$ cat src/rtl/drain_pkg.sv
// Shared types and helpers for the multichannel drain arbiter.
//   state_t        : arbiter FSM states
//   OUT_BUF_DEPTH  : depth of the output skid buffer; also the read credit limit
//   rr_next()      : round-robin pick of the first requester at or after a pointer
// The output word struct depends on module parameters, so each module declares
// its own out_word_t from its local widths.
package drain_pkg;

  typedef enum logic [0:0] {
    ARB,
    BURST
  } state_t;

  localparam int unsigned OUT_BUF_DEPTH = 4;
  localparam int unsigned OCC_W         = $clog2(OUT_BUF_DEPTH + 1);
  localparam int unsigned PTR_W         = $clog2(OUT_BUF_DEPTH);

  // Widest request vector rr_next() can scan.
  localparam int unsigned MAX_CH   = 32;
  localparam int unsigned MAX_CH_W = $clog2(MAX_CH);

  // First set bit of req[n-1:0] scanning upward from ptr with wrap; returns ptr
  // when nothing requests. ptr must be < n.
  function automatic int unsigned rr_next(input int unsigned      ptr,
                                          input logic [MAX_CH-1:0] req,
                                          input int unsigned      n);
    int unsigned idx;
    logic        found;
    rr_next = ptr;
    found   = 1'b0;
    for (int unsigned i = 0; i < MAX_CH; i++) begin
      if (i < n) begin
        idx = ptr + i;
        if (idx >= n) idx = idx - n;
        if (!found && req[idx[MAX_CH_W-1:0]]) begin
          rr_next = idx;
          found   = 1'b1;
        end
      end
    end
  endfunction

endpackage

$ cat src/rtl/mc_drain_arbiter_if.sv
// Bundle between the drain arbiter, the channel FIFOs and the downstream sink.
//   FIFO side : ch_empty, ch_usedw, ch_data (in to arbiter), ch_rd_en (out)
//   Stream    : m_valid, m_data, m_chan, m_last (out), m_ready (in)
// master = the arbiter, slave = the FIFOs plus downstream consumer.
interface mc_drain_arbiter_if #(
  parameter int unsigned NUM_CH     = 4,
  parameter int unsigned DATA_WIDTH = 8,
  parameter int unsigned FIFO_DEPTH = 16
);
  localparam int unsigned UW = $clog2(FIFO_DEPTH) + 1;
  localparam int unsigned CW = (NUM_CH > 1) ? $clog2(NUM_CH) : 1;

  logic [NUM_CH-1:0]            ch_empty;
  logic [NUM_CH*UW-1:0]         ch_usedw;
  logic [NUM_CH*DATA_WIDTH-1:0] ch_data;
  logic [NUM_CH-1:0]            ch_rd_en;
  logic                         m_valid;
  logic                         m_ready;
  logic [DATA_WIDTH-1:0]        m_data;
  logic [CW-1:0]                m_chan;
  logic                         m_last;

  modport master (
    input  ch_empty, ch_usedw, ch_data, m_ready,
    output ch_rd_en, m_valid, m_data, m_chan, m_last
  );

  modport slave (
    output ch_empty, ch_usedw, ch_data, m_ready,
    input  ch_rd_en, m_valid, m_data, m_chan, m_last
  );
endinterface

$ cat src/rtl/drain_out_buf.sv
// Small FIFO holding packed {data, chan, last} words between the FIFO read
// pipeline and the output stream. Head is driven straight from storage, so a
// word pushed at the end of cycle t is presented in cycle t+1.
//   clk, reset       : clock, synchronous active-high reset
//   push, push_word  : write strobe and word
//   pop              : consume head (ignored while empty)
//   occ, valid, head : occupancy, non-empty flag, head word (zero when empty)
module drain_out_buf
  import drain_pkg::*;
#(
  parameter int unsigned WIDTH = 8
) (
  input  logic             clk,
  input  logic             reset,
  input  logic             push,
  input  logic [WIDTH-1:0] push_word,
  input  logic             pop,
  output logic [OCC_W-1:0] occ,
  output logic             valid,
  output logic [WIDTH-1:0] head
);

  logic [WIDTH-1:0] mem_q [OUT_BUF_DEPTH];
  logic [PTR_W-1:0] wr_ptr_q, rd_ptr_q;
  logic [OCC_W-1:0] occ_q;
  logic             do_pop;

  assign valid  = (occ_q != '0);
  assign do_pop = pop && valid;
  assign occ    = occ_q;
  // Zeroed while empty so the stream shows clean values when idle.
  assign head   = valid ? mem_q[rd_ptr_q] : '0;

  always_ff @(posedge clk) begin
    if (push) mem_q[wr_ptr_q] <= push_word;
  end

  always_ff @(posedge clk) begin
    if (reset) begin
      wr_ptr_q <= '0;
      rd_ptr_q <= '0;
      occ_q    <= '0;
    end else begin
      if (push)   wr_ptr_q <= wr_ptr_q + 1'b1;
      if (do_pop) rd_ptr_q <= rd_ptr_q + 1'b1;
      if (push && !do_pop)      occ_q <= occ_q + 1'b1;
      else if (!push && do_pop) occ_q <= occ_q - 1'b1;
    end
  end

  // The arbiter's read credit must keep this from ever overflowing.
  assert property (@(posedge clk) disable iff (reset)
                   !(push && occ_q == OCC_W'(OUT_BUF_DEPTH)));

endmodule

$ cat src/rtl/mc_drain_arbiter.sv
// Drains NUM_CH channel FIFOs in round-robin bursts of up to MAX_BURST words
// onto one valid/ready stream tagged with source channel and end-of-burst.
//   clk, reset : clock, synchronous active-high reset
//   bus        : mc_drain_arbiter_if.master (FIFO read side + output stream)
// Reads are only issued while buffered + in-flight words leave room in the
// output buffer, so a stalled sink never loses a word.
module mc_drain_arbiter
  import drain_pkg::*;
#(
  parameter int unsigned NUM_CH     = 4,
  parameter int unsigned DATA_WIDTH = 8,
  parameter int unsigned FIFO_DEPTH = 16,
  parameter int unsigned MAX_BURST  = 4
) (
  input  logic                clk,
  input  logic                reset,
  mc_drain_arbiter_if.master  bus
);

  localparam int unsigned UW = $clog2(FIFO_DEPTH) + 1;
  localparam int unsigned CW = (NUM_CH > 1) ? $clog2(NUM_CH) : 1;
  localparam int unsigned BW = $clog2(MAX_BURST + 1);

  typedef struct packed {
    logic [DATA_WIDTH-1:0] data;
    logic [CW-1:0]         chan;
    logic                  last;
  } out_word_t;

  state_t        state_q, state_d;
  logic [CW-1:0] rr_ptr_q, rr_ptr_d;
  logic [CW-1:0] sel_q, sel_d;
  logic [BW-1:0] burst_cnt_q, burst_cnt_d;
  logic          infl_valid_q, infl_last_q;
  logic [CW-1:0] infl_chan_q;

  logic [MAX_CH-1:0] req;
  logic [NUM_CH-1:0] rd_en;
  logic              issue, issue_last, credit_ok;
  logic [OCC_W-1:0]  buf_occ;
  logic              buf_valid;
  out_word_t         push_word, head_word;

  assign credit_ok = (buf_occ + OCC_W'(infl_valid_q)) < OCC_W'(OUT_BUF_DEPTH);

  always_comb begin
    state_d     = state_q;
    rr_ptr_d    = rr_ptr_q;
    sel_d       = sel_q;
    burst_cnt_d = burst_cnt_q;
    rd_en       = '0;
    issue       = 1'b0;
    issue_last  = 1'b0;
    req         = '0;
    req[NUM_CH-1:0] = ~bus.ch_empty;

    case (state_q)
      ARB: begin
        if (|req) begin
          sel_d       = CW'(rr_next(32'(rr_ptr_q), req, NUM_CH));
          burst_cnt_d = '0;
          state_d     = BURST;
        end
      end
      BURST: begin
        if (!bus.ch_empty[sel_q]) begin
          if (credit_ok) begin
            issue        = 1'b1;
            rd_en[sel_q] = 1'b1;
            burst_cnt_d  = burst_cnt_q + 1'b1;
            // usedw==1 means this read empties the channel: close the burst.
            issue_last   = (burst_cnt_q == BW'(MAX_BURST - 1)) ||
                           (bus.ch_usedw[int'(sel_q)*UW +: UW] == UW'(1));
            if (issue_last) begin
              state_d  = ARB;
              rr_ptr_d = (sel_q == CW'(NUM_CH - 1)) ? '0 : sel_q + 1'b1;
            end
          end
        end else begin
          // Channel drained under us (another reader): abandon without m_last.
          state_d = ARB;
        end
      end
      default: state_d = ARB;
    endcase
  end

  always_ff @(posedge clk) begin
    if (reset) begin
      state_q      <= ARB;
      rr_ptr_q     <= '0;
      sel_q        <= '0;
      burst_cnt_q  <= '0;
      infl_valid_q <= 1'b0;
      infl_chan_q  <= '0;
      infl_last_q  <= 1'b0;
    end else begin
      state_q      <= state_d;
      rr_ptr_q     <= rr_ptr_d;
      sel_q        <= sel_d;
      burst_cnt_q  <= burst_cnt_d;
      infl_valid_q <= issue;
      infl_chan_q  <= sel_q;
      infl_last_q  <= issue_last;
    end
  end

  // FIFO data_out is valid the cycle after rd_en; capture it with its tag.
  always_comb begin
    push_word      = '0;
    push_word.data = bus.ch_data[int'(infl_chan_q)*DATA_WIDTH +: DATA_WIDTH];
    push_word.chan = infl_chan_q;
    push_word.last = infl_last_q;
  end

  drain_out_buf #(
    .WIDTH($bits(out_word_t))
  ) u_out_buf (
    .clk      (clk),
    .reset    (reset),
    .push     (infl_valid_q),
    .push_word(push_word),
    .pop      (bus.m_ready),
    .occ      (buf_occ),
    .valid    (buf_valid),
    .head     (head_word)
  );

  assign bus.ch_rd_en = rd_en;
  assign bus.m_valid  = buf_valid;
  assign bus.m_data   = head_word.data;
  assign bus.m_chan   = head_word.chan;
  assign bus.m_last   = head_word.last;

endmodule
$ cat src/flat_wrapper.sv
// flat-port wrapper written by rule: the top's interface ports become plain ports
module mc_drain_arbiter_flat import drain_pkg::*;
#(
  parameter int unsigned NUM_CH     = 4,
  parameter int unsigned DATA_WIDTH = 8,
  parameter int unsigned FIFO_DEPTH = 16,
  parameter int unsigned MAX_BURST  = 4
)
  (clk, reset, bus_ch_empty, bus_ch_usedw, bus_ch_data, bus_m_ready, bus_ch_rd_en, bus_m_valid, bus_m_data, bus_m_chan, bus_m_last);
  mc_drain_arbiter_if #(.NUM_CH(NUM_CH), .DATA_WIDTH(DATA_WIDTH), .FIFO_DEPTH(FIFO_DEPTH)) bus_i ();
  input  logic clk;
  input  logic reset;
  input wire logic [$bits(bus_i.ch_empty)-1:0] bus_ch_empty;
  input wire logic [$bits(bus_i.ch_usedw)-1:0] bus_ch_usedw;
  input wire logic [$bits(bus_i.ch_data)-1:0] bus_ch_data;
  input wire logic [$bits(bus_i.m_ready)-1:0] bus_m_ready;
  output wire logic [$bits(bus_i.ch_rd_en)-1:0] bus_ch_rd_en;
  output wire logic [$bits(bus_i.m_valid)-1:0] bus_m_valid;
  output wire logic [$bits(bus_i.m_data)-1:0] bus_m_data;
  output wire logic [$bits(bus_i.m_chan)-1:0] bus_m_chan;
  output wire logic [$bits(bus_i.m_last)-1:0] bus_m_last;
  assign bus_i.ch_empty = bus_ch_empty;
  assign bus_i.ch_usedw = bus_ch_usedw;
  assign bus_i.ch_data = bus_ch_data;
  assign bus_i.m_ready = bus_m_ready;
  assign bus_ch_rd_en = bus_i.ch_rd_en;
  assign bus_m_valid = bus_i.m_valid;
  assign bus_m_data = bus_i.m_data;
  assign bus_m_chan = bus_i.m_chan;
  assign bus_m_last = bus_i.m_last;
  mc_drain_arbiter #(.NUM_CH(NUM_CH), .DATA_WIDTH(DATA_WIDTH), .FIFO_DEPTH(FIFO_DEPTH), .MAX_BURST(MAX_BURST)) u_core (.clk(clk), .reset(reset), .bus(bus_i));
endmodule
$ cat config.mk
export PLATFORM = sky130hd
export DESIGN_NAME = mc_drain_arbiter_flat
export DESIGN_NICKNAME = d
export VERILOG_FILES = /design/src/rtl/drain_pkg.sv /design/src/rtl/mc_drain_arbiter_if.sv /design/src/rtl/drain_out_buf.sv /design/src/rtl/mc_drain_arbiter.sv /design/src/flat_wrapper.sv
export SDC_FILE = /design/constraint.sdc
export NUM_CORES = 1
export LEC_CHECK = 0
export BUFFER_PORTS_ARGS = -buffer_cell sky130_fd_sc_hd__buf_2
export CORE_MARGIN = 2
export CORE_UTILIZATION = 35
export CTS_CLUSTER_SIZE = 28
export DETAILED_ROUTE_END_ITERATION = 10
export PLACE_DENSITY = 0.53
export SLEW_MARGIN = 20
export SYNTH_ARGS = -nofsm -noshare
export SYNTH_HDL_FRONTEND = slang
export SYNTH_SLANG_ARGS = --single-unit
$ cat constraint.sdc
create_clock -name clk -period 2.8 [get_ports clk]
set_input_delay 0.14 -clock clk [delete_from_list [all_inputs] [get_ports clk]]
set_output_delay 0.14 -clock clk [all_outputs]
set_load 0.005 [all_outputs]
=== Yosys cells after proc, flatten, opt, wreduce, memory -nomap -nowiden ===
Memory sizes are Yosys's and may differ from the RTL's. A register that Yosys moved wholly into a read port is not among the register bits.
Cells that the tools add are included.

* Register bits after elaboration: 19
* Memory bits (writable): 44
* Input port bits: 59
* Output and inout bits: 16
* Word-level logic and storage cells: 128
* Memories kept: 1

{| class="wikitable"
|+ Memory list
! memory !! words !! width !! rd ports !! clocked after memory_dff !! write ports !! line !! RTL
|-
| u_core.u_out_buf.mem_q || 4 || 11 || 1 || 1 || 1 || drain_out_buf.sv:23 || <nowiki>logic [WIDTH-1:0] mem_q [OUT_BUF_DEPTH];</nowiki>
|}

* Add/sub/neg operators: 14
* Multiply operators: 1
* Order comparisons: 11
* Equality and inequality tests: 6
* Shift operators: 2
* Muxes and demuxes: 58
* Bitwise logic cells: 4
* Reduce and logical (&&, ||, !) cells: 21

{| class="wikitable"
|+ Operators with widths
! kind !! count
|-
| $ge 32x3->1 const B || 3
|-
| $mux 5 || 12
|-
| $shiftx 32x6->8 || 1
|-
| $lt 5x6->1 const B || 4
|-
| $mux 1 || 22
|-
| $bmux 1 s5 || 4
|-
| $shiftx 20x6->5 || 1
|-
| $mux 3 || 5
|-
| $mux 2 || 7
|-
| $mux 4 || 3
|-
| $sub 3x3->4 const B || 3
|-
| $mux 11 || 1
|-
| $reduce_or 4->1 || 2
|-
| $logic_and 1x1->1 || 7
|-
| $add 2x1->2 const B || 3
|-
| $add 2x2->3 const B || 2
|-
| $add 3x1->3 const B || 2
|-
| $pmux 3 s2 || 1
|-
| $eq 5x1->1 const B || 1
|-
| $logic_not 1->1 || 5
|-
| $mul 2x3->5 const B || 1
|-
| $ne 2x2->1 const B || 2
|-
| $not 4->4 || 1
|-
| $reduce_and 4->1 || 1
|-
| other kinds (21) || 23
|}

=== Depth between registers and ports, before layout ===
Gate-level depths: netlist of the first run.

* Word-level depth: 22
* Depth in mapped cells: 8
* Gate-level depth less buffers: 8

=== By module ===
A second synthesis of the first run with hierarchy kept.

* Cells, all modules: 224
* Area, all modules: 3209.3 um2

{| class="wikitable"
|+ Modules (own cells, without submodules)
! module !! times used !! cells each !! area each (um2)
|-
| drain_out_buf || 1 || 114 || 2123.3
|-
| mc_drain_arbiter || 1 || 110 || 1086.0
|}

=== Worst setup path after synthesis of the first run ===
OpenSTA, ideal clock, no wires.

* Path type: flip-flop to flip-flop
* Start: reg u_core.u_out_buf.occ_q[0] (netlist: u_core.u_out_buf.occ[0])
* End: reg u_core.u_out_buf.occ_q[2] (netlist: u_core.u_out_buf.occ[2])
* Setup time: 0.071 ns
* Arrival time: 2.019 ns
* Data required time: 2.729 ns
* Path slack: 0.710 ns
* Cell stages (with the launch flop): 9
* Buffers on the path: 0
* Clock period less this slack: 2.090 ns
* Cells stage by stage: dfxtp_1 or3_1 nand2_1 ha_1 inv_1 fa_1 xor2_1 or3_1 a21oi_1

* Word-level cells in the longest chain between the ends: 5

{| class="wikitable"
|+ RTL lines
! item !! line !! RTL
|-
| from (decl) || drain_out_buf.sv:25 || <nowiki>logic [OCC_W-1:0] occ_q;</nowiki>
|-
| from (signal assigned) || drain_out_buf.sv:46 || <nowiki>if (push && !do_pop) occ_q <= occ_q + 1'b1;</nowiki>
|-
| from (signal assigned) || drain_out_buf.sv:47 || <nowiki>else if (!push && do_pop) occ_q <= occ_q - 1'b1;</nowiki>
|-
| branches (longest 5 deep; another with $sub 3x1->3) || - ||
|}

Several ways; the timed one is not identified. The select of a mux whose other input is x is not followed.
A chain may end at the register's enable or synchronous reset.

=== Worst setup path after layout of the first run ===
* Start: reg u_core.sel_q[0]
* End: out bus_ch_rd_en[1]

* Word-level cells in the longest chain between the ends: 7

{| class="wikitable"
|+ RTL lines
! item !! line !! RTL
|-
| from (decl) || mc_drain_arbiter.sv:32 || <nowiki>logic [CW-1:0] sel_q, sel_d;</nowiki>
|-
| from (signal assigned) || mc_drain_arbiter.sv:100 || <nowiki>sel_q <= sel_d;</nowiki>
|-
| $lt 2x3->1 (not written as such) or $ge 2x1->1 (tied branches) || mc_drain_arbiter.sv:69 || <nowiki>rd_en[sel_q] = 1'b1;</nowiki>
|-
| $logic_and 1x1->1 (not written as such) || mc_drain_arbiter.sv:69 ||
|-
| $mux 1 (not written as such) || mc_drain_arbiter.sv:69 ||
|-
| $demux 1 s2 || - ||
|-
| $mux 4 || mc_drain_arbiter.sv:67 || <nowiki>if (credit_ok) begin</nowiki>
|-
| $mux 4 * || mc_drain_arbiter.sv:66 || <nowiki>if (!bus.ch_empty[sel_q]) begin</nowiki>
|-
| $mux 4 * || mc_drain_arbiter.sv:57 || <nowiki>case (state_q)</nowiki>
|-
| to (decl) || flat_wrapper.sv:17 || <nowiki>output wire logic [$bits(bus_i.ch_rd_en)-1:0] bus_ch_rd_en;</nowiki>
|}

Every way passes the cells marked *; elsewhere a longest branch is shown, timed or not. The select of a mux whose other input is x is not followed.

==> results.txt, run 1 <==
The run finished with clean final reports. Effective utilization at floorplan: 36.3%. The largest individual stage delay along the critical path comes from the cell sky130_fd_sc_hd__mux4_2.

Clock root buffer: sky130_fd_sc_hd__clkbuf_8. Port buffering added 74 buffers. Leakage component of the power: 1.48 nW.

In this run the tightest slew margin relative to its limit is 48.8%. For the worst setup path, the data required time is 2.66 ns. CTS saw 65 sinks.

The number of nets in the synthesized netlist is 298. The design area was 3920 um2. The first global-routing pass estimated 10.1 mm of wire. The logs give 0 for the final hold violation count and 0 for the count of endpoints failing setup in the final report. The congestion estimate from routability-driven global placement came to 0.741.

The most crowded layer after global routing was met2. During synthesis, Yosys emitted a total of 0 warnings. Synthesis inferred 65 register bits. The floorplan step defined a core boundary enclosing 8810 um2.

Clock-pin slew was measured on the worst setup and hold paths at 0.08 ns. The routed length per instance is 15.1 um, and the number of placement rows is 34. The global-route track usage on met2 is 22.4%, and the async set-reset flop share out of synthesis is 0%. Kind of end point of the critical path: a primary output. The classification of the worst setup path is flip-flop to primary output. Summing the areas of all fa, ha and maj instances in the mapped netlist gives 6.10% of the synthesized area. Once the clock tree was built, the resizer swapped 0 gates to a different size. The max capacitance violation total was 0; the number of global-route vias before repair was 2,088.

For the wire length after detailed routing, the log shows 6.26 mm. Dividing the final minimum period by the clock period gives 78.5%. Basic-gate share of the synthesized area counting and, or, nand and nor cells: 12.5%.

The maximum fanout count along the critical path was 9. The number of buffers created by CTS was 9. Post-CTS timing repair inserted 0 buffers for setup. The post-synthesis to final-layout area growth came out at 22.4%. The die outline area is 9930 um2, and the global-route total usage across every layer is 13.2%. CTS H-tree depth: 3. The net count of the finished layout is 376. For the worst-skew pair, the clock arrives at the later sink with an insertion delay of 0.33 ns.

Yosys mapped a number of flops with a built-in enable equal to 44. Traced cell by cell, the critical path runs through mux4_2 -> nand2b_4 -> nor2_1 -> and2_1 -> buf_2. After routing, the total negative slack on setup checks comes to 0 ns. In this design, the largest share of critical-path delay is due to simple AND/OR/NAND/NOR gates. The type of element launching the critical path was a flip-flop. For the aggregate global routing overflow, the log shows 0. For the final HPWL from detailed placement, the log shows 4.37 mm.

The first routing iteration left 49 violations. Ratio of total power to cell area: 739 nW/um2. 75 I/O pins were placed. Entering global routing, the biggest net connects 21 pins. The detail route stage leaves a number of antenna-violating nets equal to 0.

The tools report the initial antenna violation count as 0. The total inserted antenna cells was 0; the unique cell type count in the Yosys netlist was 43. The share of the synthesized area in compound gates (AO/OA/AOI/OAI) was 5.20%. The worst path in the final design needs a cycle of 2.20 ns, including I/O delays and setup. The cell count after synthesis came out at 224. Summing the areas of all xor and xnor instances in the mapped netlist gives 1.64% of the synthesized area. The share of cell area taken by muxes after synthesis was 17.4%; the delay of the slowest cell on the worst path was 0.54 ns. Sequential elements use 54.4% of the synthesized area. Hold repair after CTS inserted 0 buffers.

In the routed design, unresolved DRC markers number 0. Main combinational cell family by area after synthesis: multiplexers. The clock skew was 0.0104 ns.

The clock passes through at most 2 buffers. In this run the mean area of a mapped cell was 14.3 um2. The global-route track usage on met1 was 16.4%; the slew at the pin closest to its max-slew limit was 0.768 ns. The type of the worst min-delay path was primary input to flip-flop. The first detailed-routing pass took 4 iterations. At the worst endpoint, the arrival time is 2.06 ns. The synthesized netlist occupies a cell area of 3200 um2. TritonCTS built the clock tree.

Setup repair after global routing left no endpoint under its margin. The number of buffer and inverter instances along the worst setup path is 1, and the peak ir drop on the vdd network is 0.264 mV. The number of max-slew violations in the final report is 0, and the vias per cell is 5.01. The share of layout cells above drive strength 1 was 39.4%. The die is 99.6 um tall. Once placement finished, the instance area stood at 3670 um2. In this run the horizontal extent of the chip is 99.6 um. The tools report the detailed-route via count as 2,079. Static timing analysis puts the maximum clock frequency at 455 MHz. The commonest register cell after synthesis was sky130_fd_sc_hd__edfxtp_1. For met3 alone, demand over resource in global routing was 4.29%.
[final timing paths]
check	slack, ns	cells after the start	startpoint	endpoint
max	0.60	5	u_core.sel_q[0]	bus_ch_rd_en[1]
min	0.20	4	bus_m_ready	flip-flop
max reg2reg	0.64	7	u_core.rr_ptr_q[1]	u_core.sel_q[1]
min reg2reg	0.48	2	u_core.burst_cnt_q[1]	u_core.burst_cnt_q[1]
[metrics by stage]
stage	utilization, %	hold slack (ns)	std cells	power [mW]	setup slack (ns)
after global routing	44.5	0.209	415	3.07	0.430
after CTS	44.5	0.182	415	2.95	0.577
final	44.5	0.196	415	2.89	0.602
after global placement	41.7	0.465	399	1.97	0.701
after floorplan	-	0.334	224	1.68	0.710
after detailed placement	41.7	0.476	399	1.98	0.625
[cell usage in the layout (no fill, tap or decap), types with 9 or more instances in the layout]
cell                       instances
sky130_fd_sc_hd__buf_2            74
sky130_fd_sc_hd__edfxtp_1         44
sky130_fd_sc_hd__mux4_2           22
sky130_fd_sc_hd__dfxtp_1          21
sky130_fd_sc_hd__and2_1           19
sky130_fd_sc_hd__nor2_1           14
sky130_fd_sc_hd__ha_1             14
sky130_fd_sc_hd__nand2_1          10
sky130_fd_sc_hd__inv_1             9
sky130_fd_sc_hd__clkbuf_8          9
[registers in the layout, summed over array words and instances, names as in the netlist, named ones only]
register                   flops
u_core.burst_cnt_q             3
u_core.sel_q                   2
u_core.infl_valid_q            1
u_core.u_out_buf.wr_ptr_q      2
u_core.infl_last_q             1
u_core.u_out_buf.rd_ptr_q      2
u_core.state_q                 1
u_core.u_out_buf.occ           3
u_core.infl_chan_q             2
u_core.u_out_buf.mem_q        44
u_core.rr_ptr_q                2
[worst register-to-register path: cells and delay by family, from the launching register on]
family,cells,cell delay (ns)
AO/OA/AOI/OAI,2,0.28
buffers and inverters,1,0.13
adder cells (fa/ha/maj),1,0.43
multiplexers,1,0.55
AND/OR/NAND/NOR,2,0.24
flip-flops,1,0.42
[cells by family after synthesis]
kind of cell / Yosys count
XOR/XNOR: 6
buffers and inverters: 19
flip-flops: 65
AO/OA/AOI/OAI: 20
multiplexers: 28
adder cells (fa/ha/maj): 15
AND/OR/NAND/NOR: 71
[metal layers]
| layer | wire length (um) | vias up |
|---|---|---|
| li1 | - | 1004 |
| met1 | 2800 | 998 |
| met2 | 3070 | 72 |
| met3 | 362 | 5 |
| met4 | 32 | 0 |
| met5 | 0 | - |
[cell usage after synthesis (5+ instances only)]
master / n / area [um2]
sky130_fd_sc_hd__edfxtp_1: 44 / 1320
sky130_fd_sc_hd__mux4_2: 22 / 495
sky130_fd_sc_hd__dfxtp_1: 21 / 420
sky130_fd_sc_hd__and2_1: 19 / 119
sky130_fd_sc_hd__ha_1: 14 / 175
sky130_fd_sc_hd__nor2_1: 14 / 52.6
sky130_fd_sc_hd__nand2_1: 10 / 37.5
sky130_fd_sc_hd__inv_1: 9 / 33.8
sky130_fd_sc_hd__a21oi_1: 6 / 30.0
sky130_fd_sc_hd__clkbuf_1: 6 / 22.5
sky130_fd_sc_hd__mux2i_1: 6 / 60.1
sky130_fd_sc_hd__nand3_1: 5 / 25.0
sky130_fd_sc_hd__or4_1: 5 / 37.5
[cell type report]
cell class                 instances  area (um2)
fill                             842        4890
clock buffer                       9         124
inverter                           9        33.8
multi-input combinational        140        1370
clock inverter                     7         118
tap                              108         135
sequential                        65        1740
timing repair buffer              77         393
[report_power, final]
part	switching [mW]	total (mW)	internal [mW]
Clock	0.361	0.954	0.593
Sequential	0.0639	1.16	1.09
Combinational	0.362	0.782	0.419
Total	0.787	2.89	2.10
Note: power is estimated with default switching activity, not from simulation.
==> run 2, diff against run 1 <==
==> constraint.sdc (replaced) <==
create_clock -name clk -period 2.2 [get_ports clk]
set_input_delay 0.11 -clock clk [delete_from_list [all_inputs] [get_ports clk]]
set_output_delay 0.11 -clock clk [all_outputs]
set_load 0.005 [all_outputs]
==> run 2 against run 1 <==
Flip-flop and latch count stayed put. Combinational power is 41% higher. Worst setup slack worse by 0.52 ns. Worst hold slack worse by 0.019 ns. Sequential power is 25% higher. Cell count is 1.7% higher. Clock-buffer cell count is 1 higher. Via count is 1.4% higher. Register-to-register slack worse by 0.55 ns. Global-route usage is 0.23 points higher. First-iteration DRC count is 43% higher.
==> results.txt, run 2 (synthesized netlist as in run 1, its figures left out) <==
The first-iteration detailed-routing DRC count came out at 70 (+43%). Final-stage net count: 383 (+1.9%). Leaving out fill and tap cells, the most frequent cell in the layout is sky130_fd_sc_hd__buf_2. The maximum fanout count along the critical path is 4 (-5).

The global-route total usage across every layer was 13.5% (+0.23 points); the post-synthesis to final-layout area growth was 24.7%. The setup fix buffers added after clock tree synthesis is 0 (unchanged). The count of endpoints failing setup in the final report is 0 (unchanged), and the headroom to the max-slew limit is 59.2% (+10 points).

For the peak ir drop on the vdd network, the log shows 0.295 mV (+12%). Derived from the worst setup path, the maximum achievable clock frequency is 473 MHz. For the initial antenna violation count, the log shows 0 (unchanged).

STA classifies the critical path endpoint as a flip-flop. The tools report the max capacitance violation total as 0 (unchanged). Wire length after detailed routing: 6.31 mm (+0.91%). The placed instance area was 3730 um2 (+1.4%). The ratio of final minimum period to clock period is 96.0%. The vias per cell came out at 5.00 (-0.24%). Slew at the pin closest to its max-slew limit: 0.612 ns (-0.156 ns). The die extent in x was 99.6 um (unchanged).

The tools report the capture point of the worst path as u_core.u_out_buf.occ[2]. Number of global-route vias before repair: 2,133 (+2.2%). The clock transition at the register clock pins on the worst setup and hold paths after CTS is 0.07 ns (about the same), and the clock skew is 0.00591 ns (-0.00449 ns).

The total of buffers placed on input and output ports works out to 74 (unchanged). The flip-flop count of the largest register after layout was 44 (unchanged); the final routed DRC violation total was 0 (unchanged). The root buffer cell chosen for the clock tree is sky130_fd_sc_hd__clkbuf_8. The CTS H-tree depth was 3 (unchanged); the worst path arrival time was 2.37 ns (+0.31 ns). The worst register-to-register path ends at u_core.u_out_buf.occ[2].

The layer flagged by global routing as most heavily used is met2. The later-pin clock latency in the skew report is 0.32 ns (about the same). For the total core area, the log shows 8810 um2 (unchanged). The I/O pin total is 75 (unchanged), and the register-to-register path setup slack is 0.09 ns (-0.55 ns). Number of buffers created by CTS: 9 (unchanged). Tracing the worst setup path back leads to its startpoint at u_core.u_out_buf.occ[2]. The minimum clock period after layout works out to 2.11 ns. For the number of max-slew violations in the final report, the log shows 0 (unchanged). STA classifies the critical path startpoint as a flip-flop. The quantity of hold-fixing buffers added after cts is 0 (unchanged). In this run the critical register-to-register path is launched from u_core.u_out_buf.occ[2]. The tools report the die outline area as 9930 um2 (unchanged). TritonCTS built the clock tree. The logs give 0 ns (unchanged) for the post-route setup TNS and 0 (unchanged) for the number of nets still failing antenna checks after routing. The tools report the fill cell instance count of the final layout as 818 (-2.9%). The share of layout cells above drive strength 1 was 41.7% (+2.3 points); the maximum root-to-sink buffer count was 2 (unchanged).

The library cells used most frequently in the layout, excluding fill and tap cells, are 74 x sky130_fd_sc_hd__buf_2, 44 x sky130_fd_sc_hd__edfxtp_1, 22 x sky130_fd_sc_hd__mux4_2. Aggregate global routing overflow: 0 (unchanged). The total inserted antenna cells is 0 (unchanged). The logs give 0 (unchanged) for the final hold violation count and 0.177 ns (-0.0187 ns) for the final hold slack. The design area was 3990 um2 (+1.9%); the first-pass iteration count of the detailed router was 4 (unchanged). The critical path is of the flip-flop to flip-flop type. The final core utilization is 45.3% (+0.84 points), and the placer congestion estimate is 0.771 (+4.1%). The ratio of total power to cell area is 935 nW/um2 (+27%), and the detailed-route via count is 2,109 (+1.4%).

First-pass GRT wire length: 10.2 mm (+1.0%). Ranked by flip-flop count, first place goes to u_core.u_out_buf.mem_q. The global-route track usage on met1 was 15.8% (-0.60 points); the die height was 99.6 um (unchanged). The leakage component of the power was 1.51 nW (+2.0%).

For the met3 layer usage reported by global route, the log shows 3.23% (-1.1 points). The flow ran to the end, and the final reports show no timing, DRC or antenna violations. The tools report the number of placement rows as 34 (unchanged). Largest net degree at the start of global routing: 21 (unchanged). The final HPWL from detailed placement was 4.45 mm (+1.8%); the number of stages on the worst hold path was 2 (-2). Setup repair after global routing left no endpoint under its margin. The global-route track usage on met2 was 23.8% (+1.4 points); the data required time at the worst endpoint was 2.46 ns (-0.20 ns). The number of cell instances on the worst register-to-register path was 8 (+1); the clock sink total was 65 (unchanged).

The run gives 36.3% (unchanged) as the effective utilization at floorplan. The tightest min-delay check is of the primary input to flip-flop type. Routed length per instance: 15.0 um (-0.76%).
run 2: layout make-up:
cell class	count	area (um2)	share of cell area (%)
Sequential cell	65	1740	43.7
Tap cell	108	135	3.39
Clock buffer	10	128	3.20
Clock inverter	6	106	2.67
Timing Repair Buffer	84	445	11.2
Inverter	9	33.8	0.847
Multi-Input combinational cell	140	1400	35.1
run 2: critical path, stage by stage (launching register included):
cell and delay [ns]:
sky130_fd_sc_hd__dfxtp_1 0.34, sky130_fd_sc_hd__or3_4 0.40, sky130_fd_sc_hd__nand2_2 0.11, sky130_fd_sc_hd__ha_4 0.14, sky130_fd_sc_hd__inv_1 0.04, sky130_fd_sc_hd__fa_1 0.37
sky130_fd_sc_hd__xor2_1 0.18, sky130_fd_sc_hd__or3_1 0.33, sky130_fd_sc_hd__a21oi_2 0.13
run 2: report_power, final:
part	internal, mW	switching [mW]
clock	0.747	0.432
combinational	0.596	0.507
sequential	1.39	0.0577
total	2.73	0.997
run 2: routing by layer:
| layer | vias up | wire, um |
|---|---|---|
| met4 | 0 | 49 |
| met1 | 1021 | 2720 |
| met2 | 67 | 3180 |
| li1 | 1016 | - |
| met5 | - | 0 |
| met3 | 5 | 363 |
run 2: timing repair:
| action | CTS | global route |
|---|---|---|
| endpoints found under the setup margin | 0 | 2 |
| endpoints found under the hold margin | 0 | 0 |
| gates resized for setup | 0 | 6 |
run 2: how the worst min path moves through the flow:
stage,from,end,slack (ns)
final,reset,u_core.infl_chan_q[1],0.18
after global routing,reset,u_core.u_out_buf.occ[0],0.19
after CTS,reset,u_core.infl_chan_q[1],0.16
after detailed placement,u_core.burst_cnt_q[1],u_core.burst_cnt_q[1],0.48
after global placement,u_core.burst_cnt_q[1],u_core.burst_cnt_q[1],0.47
after floorplan,reset,u_core.rr_ptr_q[1],0.30
run 2: stage by stage:
| stage | power [mW] | setup slack [ns] | cells |
|---|---|---|---|
| 4_1_cts | 3.74 | 0.0271 | 422 |
| 2_1_floorplan | 2.14 | 0.110 | 224 |
| 6_report | 3.73 | 0.0869 | 422 |
| 5_1_grt | 3.97 | 0.00780 | 422 |
| 3_3_place_gp | 2.54 | 0.109 | 406 |
| 3_5_place_dp | 2.55 | 0.0421 | 406 |
